==> src/rtl/mem_access_unit_if.sv <==
// Bundle of the EX/MEM operation, stall, data-memory port and result signals
// for mem_access_unit. "slave" is the unit's view, "master" the environment's.
interface mem_access_unit_if #(
  parameter int WIDTH = 64
);
  localparam int LANES = WIDTH / 8;

  logic             p_MEM_Valid;
  logic             p_MEM_Load;
  logic             p_MEM_Store;
  logic [1:0]       p_MEM_Size;
  logic             p_MEM_Unsigned;
  logic [WIDTH-1:0] p_MEM_Address;
  logic [WIDTH-1:0] p_MEM_StoreData;
  logic             p_MEM_Stall;
  logic             p_MEM_DataMemReq;
  logic             p_MEM_DataMemWe;
  logic [WIDTH-1:0] p_MEM_DataMemAddr;
  logic [LANES-1:0] p_MEM_DataMemByteEn;
  logic [WIDTH-1:0] p_MEM_DataMemWData;
  logic             p_MEM_DataMemWait;
  logic [WIDTH-1:0] p_MEM_DataMemRData;
  logic [WIDTH-1:0] p_MEM_LoadData;
  logic             p_MEM_LoadValid;
  logic             p_MEM_AlignErr;
  logic             p_MEM_BusErr;
  logic [1:0]       p_MEM_DbgState;

  modport slave (
    input  p_MEM_Valid, p_MEM_Load, p_MEM_Store, p_MEM_Size, p_MEM_Unsigned,
    input  p_MEM_Address, p_MEM_StoreData, p_MEM_DataMemWait, p_MEM_DataMemRData,
    output p_MEM_Stall, p_MEM_DataMemReq, p_MEM_DataMemWe, p_MEM_DataMemAddr,
    output p_MEM_DataMemByteEn, p_MEM_DataMemWData, p_MEM_LoadData,
    output p_MEM_LoadValid, p_MEM_AlignErr, p_MEM_BusErr, p_MEM_DbgState
  );

  modport master (
    output p_MEM_Valid, p_MEM_Load, p_MEM_Store, p_MEM_Size, p_MEM_Unsigned,
    output p_MEM_Address, p_MEM_StoreData, p_MEM_DataMemWait, p_MEM_DataMemRData,
    input  p_MEM_Stall, p_MEM_DataMemReq, p_MEM_DataMemWe, p_MEM_DataMemAddr,
    input  p_MEM_DataMemByteEn, p_MEM_DataMemWData, p_MEM_LoadData,
    input  p_MEM_LoadValid, p_MEM_AlignErr, p_MEM_BusErr, p_MEM_DbgState
  );
endinterface

==> src/rtl/mem_access_unit.sv <==
// Sequential MEM stage: one load/store at a time, aligned lane placement,
// stall until the memory drops Wait, extended load result and error pulses.
module mem_access_unit #(
  parameter int WIDTH    = 64,
  parameter int MAX_WAIT = 255
) (
  input logic          p_MEM_Clk,
  input logic          p_MEM_Reset,
  mem_access_unit_if.slave bus
);
  localparam int LANES = WIDTH / 8;
  localparam int OFF_W = $clog2(LANES);
  localparam int CNT_W = (MAX_WAIT > 1) ? $clog2(MAX_WAIT + 1) : 1;

  // Handshake: an op is taken in IDLE when Valid & (Load | Store); Stall holds
  // the op upstream until DONE. Req stays up and stable while Wait = 1; RData
  // is sampled in the first ACCESS cycle with Wait = 0.
  typedef enum logic [1:0] {
    S_IDLE   = 2'd0,
    S_ACCESS = 2'd1,
    S_DONE   = 2'd2
  } state_t;

  state_t             state_q, state_d;
  logic [CNT_W-1:0]   cnt_q, cnt_d, cnt_inc;
  logic               req_q, req_d, we_q, we_d;
  logic [WIDTH-1:0]   addr_q, addr_d, wdata_q, wdata_d, ldata_q, ldata_d;
  logic [LANES-1:0]   be_q, be_d;
  logic               lvalid_q, lvalid_d, aerr_q, aerr_d, berr_q, berr_d;
  logic [1:0]         size_q, size_d;
  logic               uns_q, uns_d;
  logic [OFF_W-1:0]   off_q, off_d;

  logic               accept, illegal, misalign, timeout, ld_sign;
  logic [OFF_W-1:0]   off;
  logic [LANES-1:0]   lane_mask;
  logic [WIDTH-1:0]   data_mask, ld_shift, ld_mask, ld_ext;

  always_comb begin
    accept  = (state_q == S_IDLE) && bus.p_MEM_Valid && (bus.p_MEM_Load || bus.p_MEM_Store);
    off     = bus.p_MEM_Address[OFF_W-1:0];
    cnt_inc = cnt_q + 1'b1;
    timeout = (MAX_WAIT != 0) && (cnt_inc == CNT_W'(MAX_WAIT));
    case (bus.p_MEM_Size)
      2'd0: begin lane_mask = LANES'(1);  data_mask = WIDTH'(8'hFF);         misalign = 1'b0; end
      2'd1: begin lane_mask = LANES'(3);  data_mask = WIDTH'(16'hFFFF);      misalign = bus.p_MEM_Address[0]; end
      2'd2: begin lane_mask = LANES'(15); data_mask = WIDTH'(32'hFFFF_FFFF); misalign = |bus.p_MEM_Address[1:0]; end
      default: begin lane_mask = '1;      data_mask = '1;                    misalign = |bus.p_MEM_Address[2:0]; end
    endcase
    illegal = (bus.p_MEM_Load && bus.p_MEM_Store) || misalign ||
              ((bus.p_MEM_Size == 2'd3) && (WIDTH == 32));
  end

  // Load path works from the lane offset and size latched at accept.
  always_comb begin
    ld_shift = bus.p_MEM_DataMemRData >> {off_q, 3'b000};
    case (size_q)
      2'd0:    begin ld_mask = WIDTH'(8'hFF);         ld_sign = ld_shift[7];  end
      2'd1:    begin ld_mask = WIDTH'(16'hFFFF);      ld_sign = ld_shift[15]; end
      2'd2:    begin ld_mask = WIDTH'(32'hFFFF_FFFF); ld_sign = ld_shift[31]; end
      default: begin ld_mask = '1;                    ld_sign = ld_shift[WIDTH-1]; end
    endcase
    ld_ext = (uns_q || !ld_sign) ? (ld_shift & ld_mask) : (ld_shift | ~ld_mask);
  end

  always_comb begin
    state_d  = state_q;
    cnt_d    = cnt_q;
    req_d    = req_q;
    we_d     = we_q;
    addr_d   = addr_q;
    be_d     = be_q;
    wdata_d  = wdata_q;
    ldata_d  = ldata_q;
    size_d   = size_q;
    uns_d    = uns_q;
    off_d    = off_q;
    lvalid_d = 1'b0;
    aerr_d   = 1'b0;
    berr_d   = 1'b0;
    case (state_q)
      S_IDLE: begin
        if (accept && illegal) begin
          state_d = S_DONE;
          aerr_d  = 1'b1;
        end else if (accept) begin
          state_d = S_ACCESS;
          cnt_d   = '0;
          req_d   = 1'b1;
          we_d    = bus.p_MEM_Store;
          addr_d  = {bus.p_MEM_Address[WIDTH-1:OFF_W], {OFF_W{1'b0}}};
          be_d    = lane_mask << off;
          wdata_d = (bus.p_MEM_StoreData & data_mask) << {off, 3'b000};
          size_d  = bus.p_MEM_Size;
          uns_d   = bus.p_MEM_Unsigned;
          off_d   = off;
        end
      end
      S_ACCESS: begin
        if (!bus.p_MEM_DataMemWait) begin
          state_d = S_DONE;
          req_d   = 1'b0;
          if (!we_q) begin
            ldata_d  = ld_ext;
            lvalid_d = 1'b1;
          end
        end else if (timeout) begin
          state_d = S_DONE;
          req_d   = 1'b0;
          berr_d  = 1'b1;
          ldata_d = '0;
        end else begin
          cnt_d = cnt_inc;
        end
      end
      default: state_d = S_IDLE;
    endcase
  end

  always_ff @(posedge p_MEM_Clk or posedge p_MEM_Reset) begin
    if (p_MEM_Reset) begin
      state_q  <= S_IDLE;
      cnt_q    <= '0;
      req_q    <= 1'b0;
      we_q     <= 1'b0;
      addr_q   <= '0;
      be_q     <= '0;
      wdata_q  <= '0;
      ldata_q  <= '0;
      lvalid_q <= 1'b0;
      aerr_q   <= 1'b0;
      berr_q   <= 1'b0;
      size_q   <= 2'd0;
      uns_q    <= 1'b0;
      off_q    <= '0;
    end else begin
      state_q  <= state_d;
      cnt_q    <= cnt_d;
      req_q    <= req_d;
      we_q     <= we_d;
      addr_q   <= addr_d;
      be_q     <= be_d;
      wdata_q  <= wdata_d;
      ldata_q  <= ldata_d;
      lvalid_q <= lvalid_d;
      aerr_q   <= aerr_d;
      berr_q   <= berr_d;
      size_q   <= size_d;
      uns_q    <= uns_d;
      off_q    <= off_d;
    end
  end

  assign bus.p_MEM_Stall         = accept || (state_q == S_ACCESS);
  assign bus.p_MEM_DataMemReq    = req_q;
  assign bus.p_MEM_DataMemWe     = we_q;
  assign bus.p_MEM_DataMemAddr   = addr_q;
  assign bus.p_MEM_DataMemByteEn = be_q;
  assign bus.p_MEM_DataMemWData  = wdata_q;
  assign bus.p_MEM_LoadData      = ldata_q;
  assign bus.p_MEM_LoadValid     = lvalid_q;
  assign bus.p_MEM_AlignErr      = aerr_q;
  assign bus.p_MEM_BusErr        = berr_q;
  assign bus.p_MEM_DbgState      = state_q;
endmodule

==> src/flat_wrapper.sv <==
// flat-port wrapper written by rule: the top's interface ports become plain ports
module mem_access_unit_flat 
#(
  parameter int WIDTH    = 64,
  parameter int MAX_WAIT = 255
)
  (p_MEM_Clk, p_MEM_Reset, bus_p_MEM_Valid, bus_p_MEM_Load, bus_p_MEM_Store, bus_p_MEM_Size, bus_p_MEM_Unsigned, bus_p_MEM_Address, bus_p_MEM_StoreData, bus_p_MEM_DataMemWait, bus_p_MEM_DataMemRData, bus_p_MEM_Stall, bus_p_MEM_DataMemReq, bus_p_MEM_DataMemWe, bus_p_MEM_DataMemAddr, bus_p_MEM_DataMemByteEn, bus_p_MEM_DataMemWData, bus_p_MEM_LoadData, bus_p_MEM_LoadValid, bus_p_MEM_AlignErr, bus_p_MEM_BusErr, bus_p_MEM_DbgState);
  mem_access_unit_if #(.WIDTH(WIDTH)) bus_i ();
  input logic p_MEM_Clk;
  input logic p_MEM_Reset;
  input wire logic [$bits(bus_i.p_MEM_Valid)-1:0] bus_p_MEM_Valid;
  input wire logic [$bits(bus_i.p_MEM_Load)-1:0] bus_p_MEM_Load;
  input wire logic [$bits(bus_i.p_MEM_Store)-1:0] bus_p_MEM_Store;
  input wire logic [$bits(bus_i.p_MEM_Size)-1:0] bus_p_MEM_Size;
  input wire logic [$bits(bus_i.p_MEM_Unsigned)-1:0] bus_p_MEM_Unsigned;
  input wire logic [$bits(bus_i.p_MEM_Address)-1:0] bus_p_MEM_Address;
  input wire logic [$bits(bus_i.p_MEM_StoreData)-1:0] bus_p_MEM_StoreData;
  input wire logic [$bits(bus_i.p_MEM_DataMemWait)-1:0] bus_p_MEM_DataMemWait;
  input wire logic [$bits(bus_i.p_MEM_DataMemRData)-1:0] bus_p_MEM_DataMemRData;
  output wire logic [$bits(bus_i.p_MEM_Stall)-1:0] bus_p_MEM_Stall;
  output wire logic [$bits(bus_i.p_MEM_DataMemReq)-1:0] bus_p_MEM_DataMemReq;
  output wire logic [$bits(bus_i.p_MEM_DataMemWe)-1:0] bus_p_MEM_DataMemWe;
  output wire logic [$bits(bus_i.p_MEM_DataMemAddr)-1:0] bus_p_MEM_DataMemAddr;
  output wire logic [$bits(bus_i.p_MEM_DataMemByteEn)-1:0] bus_p_MEM_DataMemByteEn;
  output wire logic [$bits(bus_i.p_MEM_DataMemWData)-1:0] bus_p_MEM_DataMemWData;
  output wire logic [$bits(bus_i.p_MEM_LoadData)-1:0] bus_p_MEM_LoadData;
  output wire logic [$bits(bus_i.p_MEM_LoadValid)-1:0] bus_p_MEM_LoadValid;
  output wire logic [$bits(bus_i.p_MEM_AlignErr)-1:0] bus_p_MEM_AlignErr;
  output wire logic [$bits(bus_i.p_MEM_BusErr)-1:0] bus_p_MEM_BusErr;
  output wire logic [$bits(bus_i.p_MEM_DbgState)-1:0] bus_p_MEM_DbgState;
  assign bus_i.p_MEM_Valid = bus_p_MEM_Valid;
  assign bus_i.p_MEM_Load = bus_p_MEM_Load;
  assign bus_i.p_MEM_Store = bus_p_MEM_Store;
  assign bus_i.p_MEM_Size = bus_p_MEM_Size;
  assign bus_i.p_MEM_Unsigned = bus_p_MEM_Unsigned;
  assign bus_i.p_MEM_Address = bus_p_MEM_Address;
  assign bus_i.p_MEM_StoreData = bus_p_MEM_StoreData;
  assign bus_i.p_MEM_DataMemWait = bus_p_MEM_DataMemWait;
  assign bus_i.p_MEM_DataMemRData = bus_p_MEM_DataMemRData;
  assign bus_p_MEM_Stall = bus_i.p_MEM_Stall;
  assign bus_p_MEM_DataMemReq = bus_i.p_MEM_DataMemReq;
  assign bus_p_MEM_DataMemWe = bus_i.p_MEM_DataMemWe;
  assign bus_p_MEM_DataMemAddr = bus_i.p_MEM_DataMemAddr;
  assign bus_p_MEM_DataMemByteEn = bus_i.p_MEM_DataMemByteEn;
  assign bus_p_MEM_DataMemWData = bus_i.p_MEM_DataMemWData;
  assign bus_p_MEM_LoadData = bus_i.p_MEM_LoadData;
  assign bus_p_MEM_LoadValid = bus_i.p_MEM_LoadValid;
  assign bus_p_MEM_AlignErr = bus_i.p_MEM_AlignErr;
  assign bus_p_MEM_BusErr = bus_i.p_MEM_BusErr;
  assign bus_p_MEM_DbgState = bus_i.p_MEM_DbgState;
  mem_access_unit #(.WIDTH(WIDTH), .MAX_WAIT(MAX_WAIT)) u_core (.p_MEM_Clk(p_MEM_Clk), .p_MEM_Reset(p_MEM_Reset), .bus(bus_i));
endmodule
==> config.mk <==
export PLATFORM = sky130hd
export DESIGN_NAME = mem_access_unit_flat
export DESIGN_NICKNAME = d
export VERILOG_FILES = /design/src/rtl/mem_access_unit_if.sv /design/src/rtl/mem_access_unit.sv /design/src/flat_wrapper.sv
export SDC_FILE = /design/constraint.sdc
export NUM_CORES = 1
export LEC_CHECK = 0
export ABC_CLOCK_PERIOD_IN_PS = 7000
export CAP_MARGIN = 0
export CORE_ASPECT_RATIO = 1.2
export CORE_MARGIN = 1
export CORE_UTILIZATION = 42
export DETAILED_ROUTE_END_ITERATION = 16
export PLACE_DENSITY = 0.8
export SLEW_MARGIN = 0
export SYNTH_ARGS = -nofsm -noshare
export SYNTH_HDL_FRONTEND = slang
export SYNTH_SLANG_ARGS = --single-unit
==> constraint.sdc <==
create_clock -name p_MEM_Clk -period 7 [get_ports p_MEM_Clk]
set_clock_uncertainty 0.05 [all_clocks]
set_input_delay 1.4 -clock p_MEM_Clk [delete_from_list [all_inputs] [get_ports p_MEM_Clk]]
set_output_delay 1.4 -clock p_MEM_Clk [all_outputs]
set_load 0.01 [all_outputs]
==> summary.txt <==
Core ar. - 28,000 um2
FILL cells - 2,361
Die H - 186.8 um
Resized cells post-CTS - 0
Layout cells sized above 1 - 0.1121
Buf+Inv Stages, Crit Path - 2
WHS - 0.4306 ns
Power Total - 5.767 mW
Fmax - 212.0 MHz
Pin count of the biggest net entering global routing - 140
H-tree levels - 1
Outcome - complete, no violations
Arrival time worst endpoint - 5.12 ns
Commonest non-fill, non-tap cell in the layout - clkdlybuf4s50_1
Critical path type - input pin to flop
Post-CTS Setup Bufs - 0
Wirelength per Cell - 22.38 um
Startpoint Class - input pin
Relative slew slack - 0.2045
FF-to-FF path depth - 7
DR vias - 11,120
Netlist cell types - 62
Worst EP required - 7.40 ns
Setup ws final - 2.282 ns
Max-cap check violation count - 0
Synth Register Bits - 218
Final hold violation count - 0
Slew @ Worst Pin - 1.193 ns
RR Endpoint - u_core.bus.p_MEM_LoadData[53]
Final Cycle Share - 0.6740
Die area - 29,150 um2
DR pass1 iterations - 5
FFs w/ async S/R, synth - 1.000
Mapped Area - 11,960 um2
I/O pin total - 409
CP top delay family - buffers and inverters
Global route total overflow - 0
Post-DP HPWL - 31,080 um
Die X - 156.0 um
Pwr/cell area - 341.0 nW/um2
Ant diodes - 0
Initial antenna violation count - 0
P_leak - 6.972 nW
Drt drc - 0
Overall routing resource usage - 0.2861
Clk root buf - clkbuf_16
Min Tclk post-route - 4.718 ns
Crit path from - bus_p_MEM_Size[0]
Worst skew pair latency - 0.51 ns
Number of flops mapped to enable cells by yosys - 0
Slowest-stage cell, CP - clkdlybuf4s50_1
Hold-fix buffers at CTS - 0
CTS clk-pin slew, worst paths - 0.06 ns
Hold EP - u_core.bus.p_MEM_DataMemWData[16]
Hold Startpoint - u_core.bus.p_MEM_DataMemWData[16]
Register-to-Register Setup Slack - 3.33 ns
Final Slew Violations - 0
Reg2reg start - u_core.off_q[0]
Setup TNS - 0 ns
Starting Density - 0.4271
Via density - 5.866
Yosys top cell area share - 0.4562
Most frequent cells in the layout - clkdlybuf4s50_1, dfrtp_1, nand2_1, o21ai_0, mux2i_1
Max VDD drop - 153.0 uV
Max stage delay on crit path - 0.91 ns
Syn avg cell area - 10.27 um2
Port bufs - 405
Worst min path class - flop to flop
Hold Path Cell Cnt - 2
Pre-CTS WS - 1.790 ns
Area leader, netlist - dfrtp_1
Prevailing post-synth register cell - dfrtp_1
Area Growth Syn to Fin - 41.41%
Placer congestion estimate - 1.041
Crit-path cells - clkdlybuf4s50_1 > a222oi_1 > nand3_4 > buf_4 > a2111oi_2 > a21o_1
Unrepaired setup endpoints after global routing - false
Warnings, synthesis - 0
Top cells by area, synth - dfrtp_1, mux2_2, mux2i_1
CTS tree - done
CP endpoint kind - flop
First-pass GRT wire length - 64,550 um
Final setup violation count - 0
Sequential area share after synthesis - 0.4562
Num Clock Sinks - 218
CTS max path bufs - 3
Final core occ - 0.6039
# rows - 67
Synth Instances - 1,164
DRT iter0 DRCs - 868
Crit Path Max Fanout - 99
CTS Buf Count - 23
DRT Wirelength - 42,400 um
Post-DRT Antenna Nets - 0
Final net count - 1,704
Vias in the first global route - 11,050
## metal layers
layer / global-route usage / share of wire / up-vias / wire length, um
met1: 0.3392 / 0.37 / 5439 / 15520
met4: 0.1493 / 0.054 / 0 / 2310
met3: 0.06557 / 0.093 / 122 / 3925
met5: 0 / 0 / - / 0
li1: - / - / 4946 / -
met2: 0.4806 / 0.49 / 610 / 20650
## registers in the layout, summed over array words and instances (netlist names)
name / flops
u_core.bus.p_MEM_LoadValid: 1
u_core.uns_q: 1
u_core.bus.p_MEM_DataMemByteEn: 8
u_core.bus.p_MEM_DataMemReq: 1
u_core.bus.p_MEM_DataMemWData: 64
u_core.size_q: 2
u_core.off_q: 3
u_core.bus.p_MEM_DbgState: 2
u_core.bus.p_MEM_DataMemAddr: 61
u_core.bus.p_MEM_AlignErr: 1
u_core.bus.p_MEM_LoadData: 64
u_core.cnt_q: 8
u_core.bus.p_MEM_DataMemWe: 1
u_core.bus.p_MEM_BusErr: 1
## final cells by class
| class | count | area (um2) | share of cell area |
|---|---|---|---|
| tap | 379 | 474.2 | 0.02804 |
| timing repair buffer | 419 | 4159 | 0.2459 |
| inverter | 17 | 67.56 | 0.003996 |
| multi-input combinational | 822 | 5998 | 0.3547 |
| clock buffer | 33 | 663.1 | 0.03922 |
| sequential | 218 | 5458 | 0.3228 |
| clock inverter | 7 | 90.09 | 0.005327 |
## through the flow
step / std cells / cell area, um2
2_1_floorplan: 1166 / 11970
3_3_place_gp: 1855 / 16160
3_5_place_dp: 1855 / 16160
4_1_cts: 1895 / 16910
5_1_grt: 1895 / 16910
6_report: 1895 / 16910
## Yosys cell counts, types with 9 or more instances
master and count:
nor3_1 9, mux4_2 23, mux2i_1 82, o22ai_1 19, buf_1 13, nand2b_1 20
nand2_1 167, nand3_1 10, a22oi_1 10, a32oi_1 10, a22o_1 33, nor2_1 32
o21a_1 9, inv_1 16, a221o_1 22, a21oi_1 24, a21o_1 10, o22a_1 17
o2bb2ai_1 15, buf_2 23, nor2b_1 15, dfrtp_1 218, clkbuf_1 67, mux2_2 79
o21ai_0 129
## report_power, final
part	internal, mW	switching, mW	leakage [nW]
combinational	1.38	1.19	3.83
clock	0.730	0.501	0.366
sequential	1.68	0.285	2.78
## cells by family after synthesis
family,count (synthesis),share of synthesized area
AO/OA/AOI/OAI,346,0.2009
XOR/XNOR,2,0.001465
adder cells (fa/ha/maj),2,0.002092
buffers and inverters,126,0.04447
flip-flops,218,0.4562
multiplexers,184,0.1864
other,1,0.0003136
AND/OR/NAND/NOR,285,0.1082
## worst max path at each step
stage | to | slack [ns] | depth (start not counted)
after floorplan | u_core.bus.p_MEM_AlignErr | 2.71 | 1
after global placement | u_core.bus.p_MEM_DataMemByteEn[6] | 1.90 | 6
after detailed placement | u_core.bus.p_MEM_DataMemByteEn[6] | 1.79 | 6
after CTS | u_core.bus.p_MEM_DataMemByteEn[6] | 2.31 | 6
after global routing | u_core.bus.p_MEM_DataMemByteEn[6] | 2.03 | 6
final | u_core.bus.p_MEM_DataMemByteEn[6] | 2.28 | 6
## worst min-delay path, delay by kind of cell, from the launching register on
kind | cells | cell delay (ns)
DFF | 1 | 0.34
AOI/OAI and AO/OA | 1 | 0.06
and+or+nand+nor | 1 | 0.05
Power figures use the tool's default switching activity.
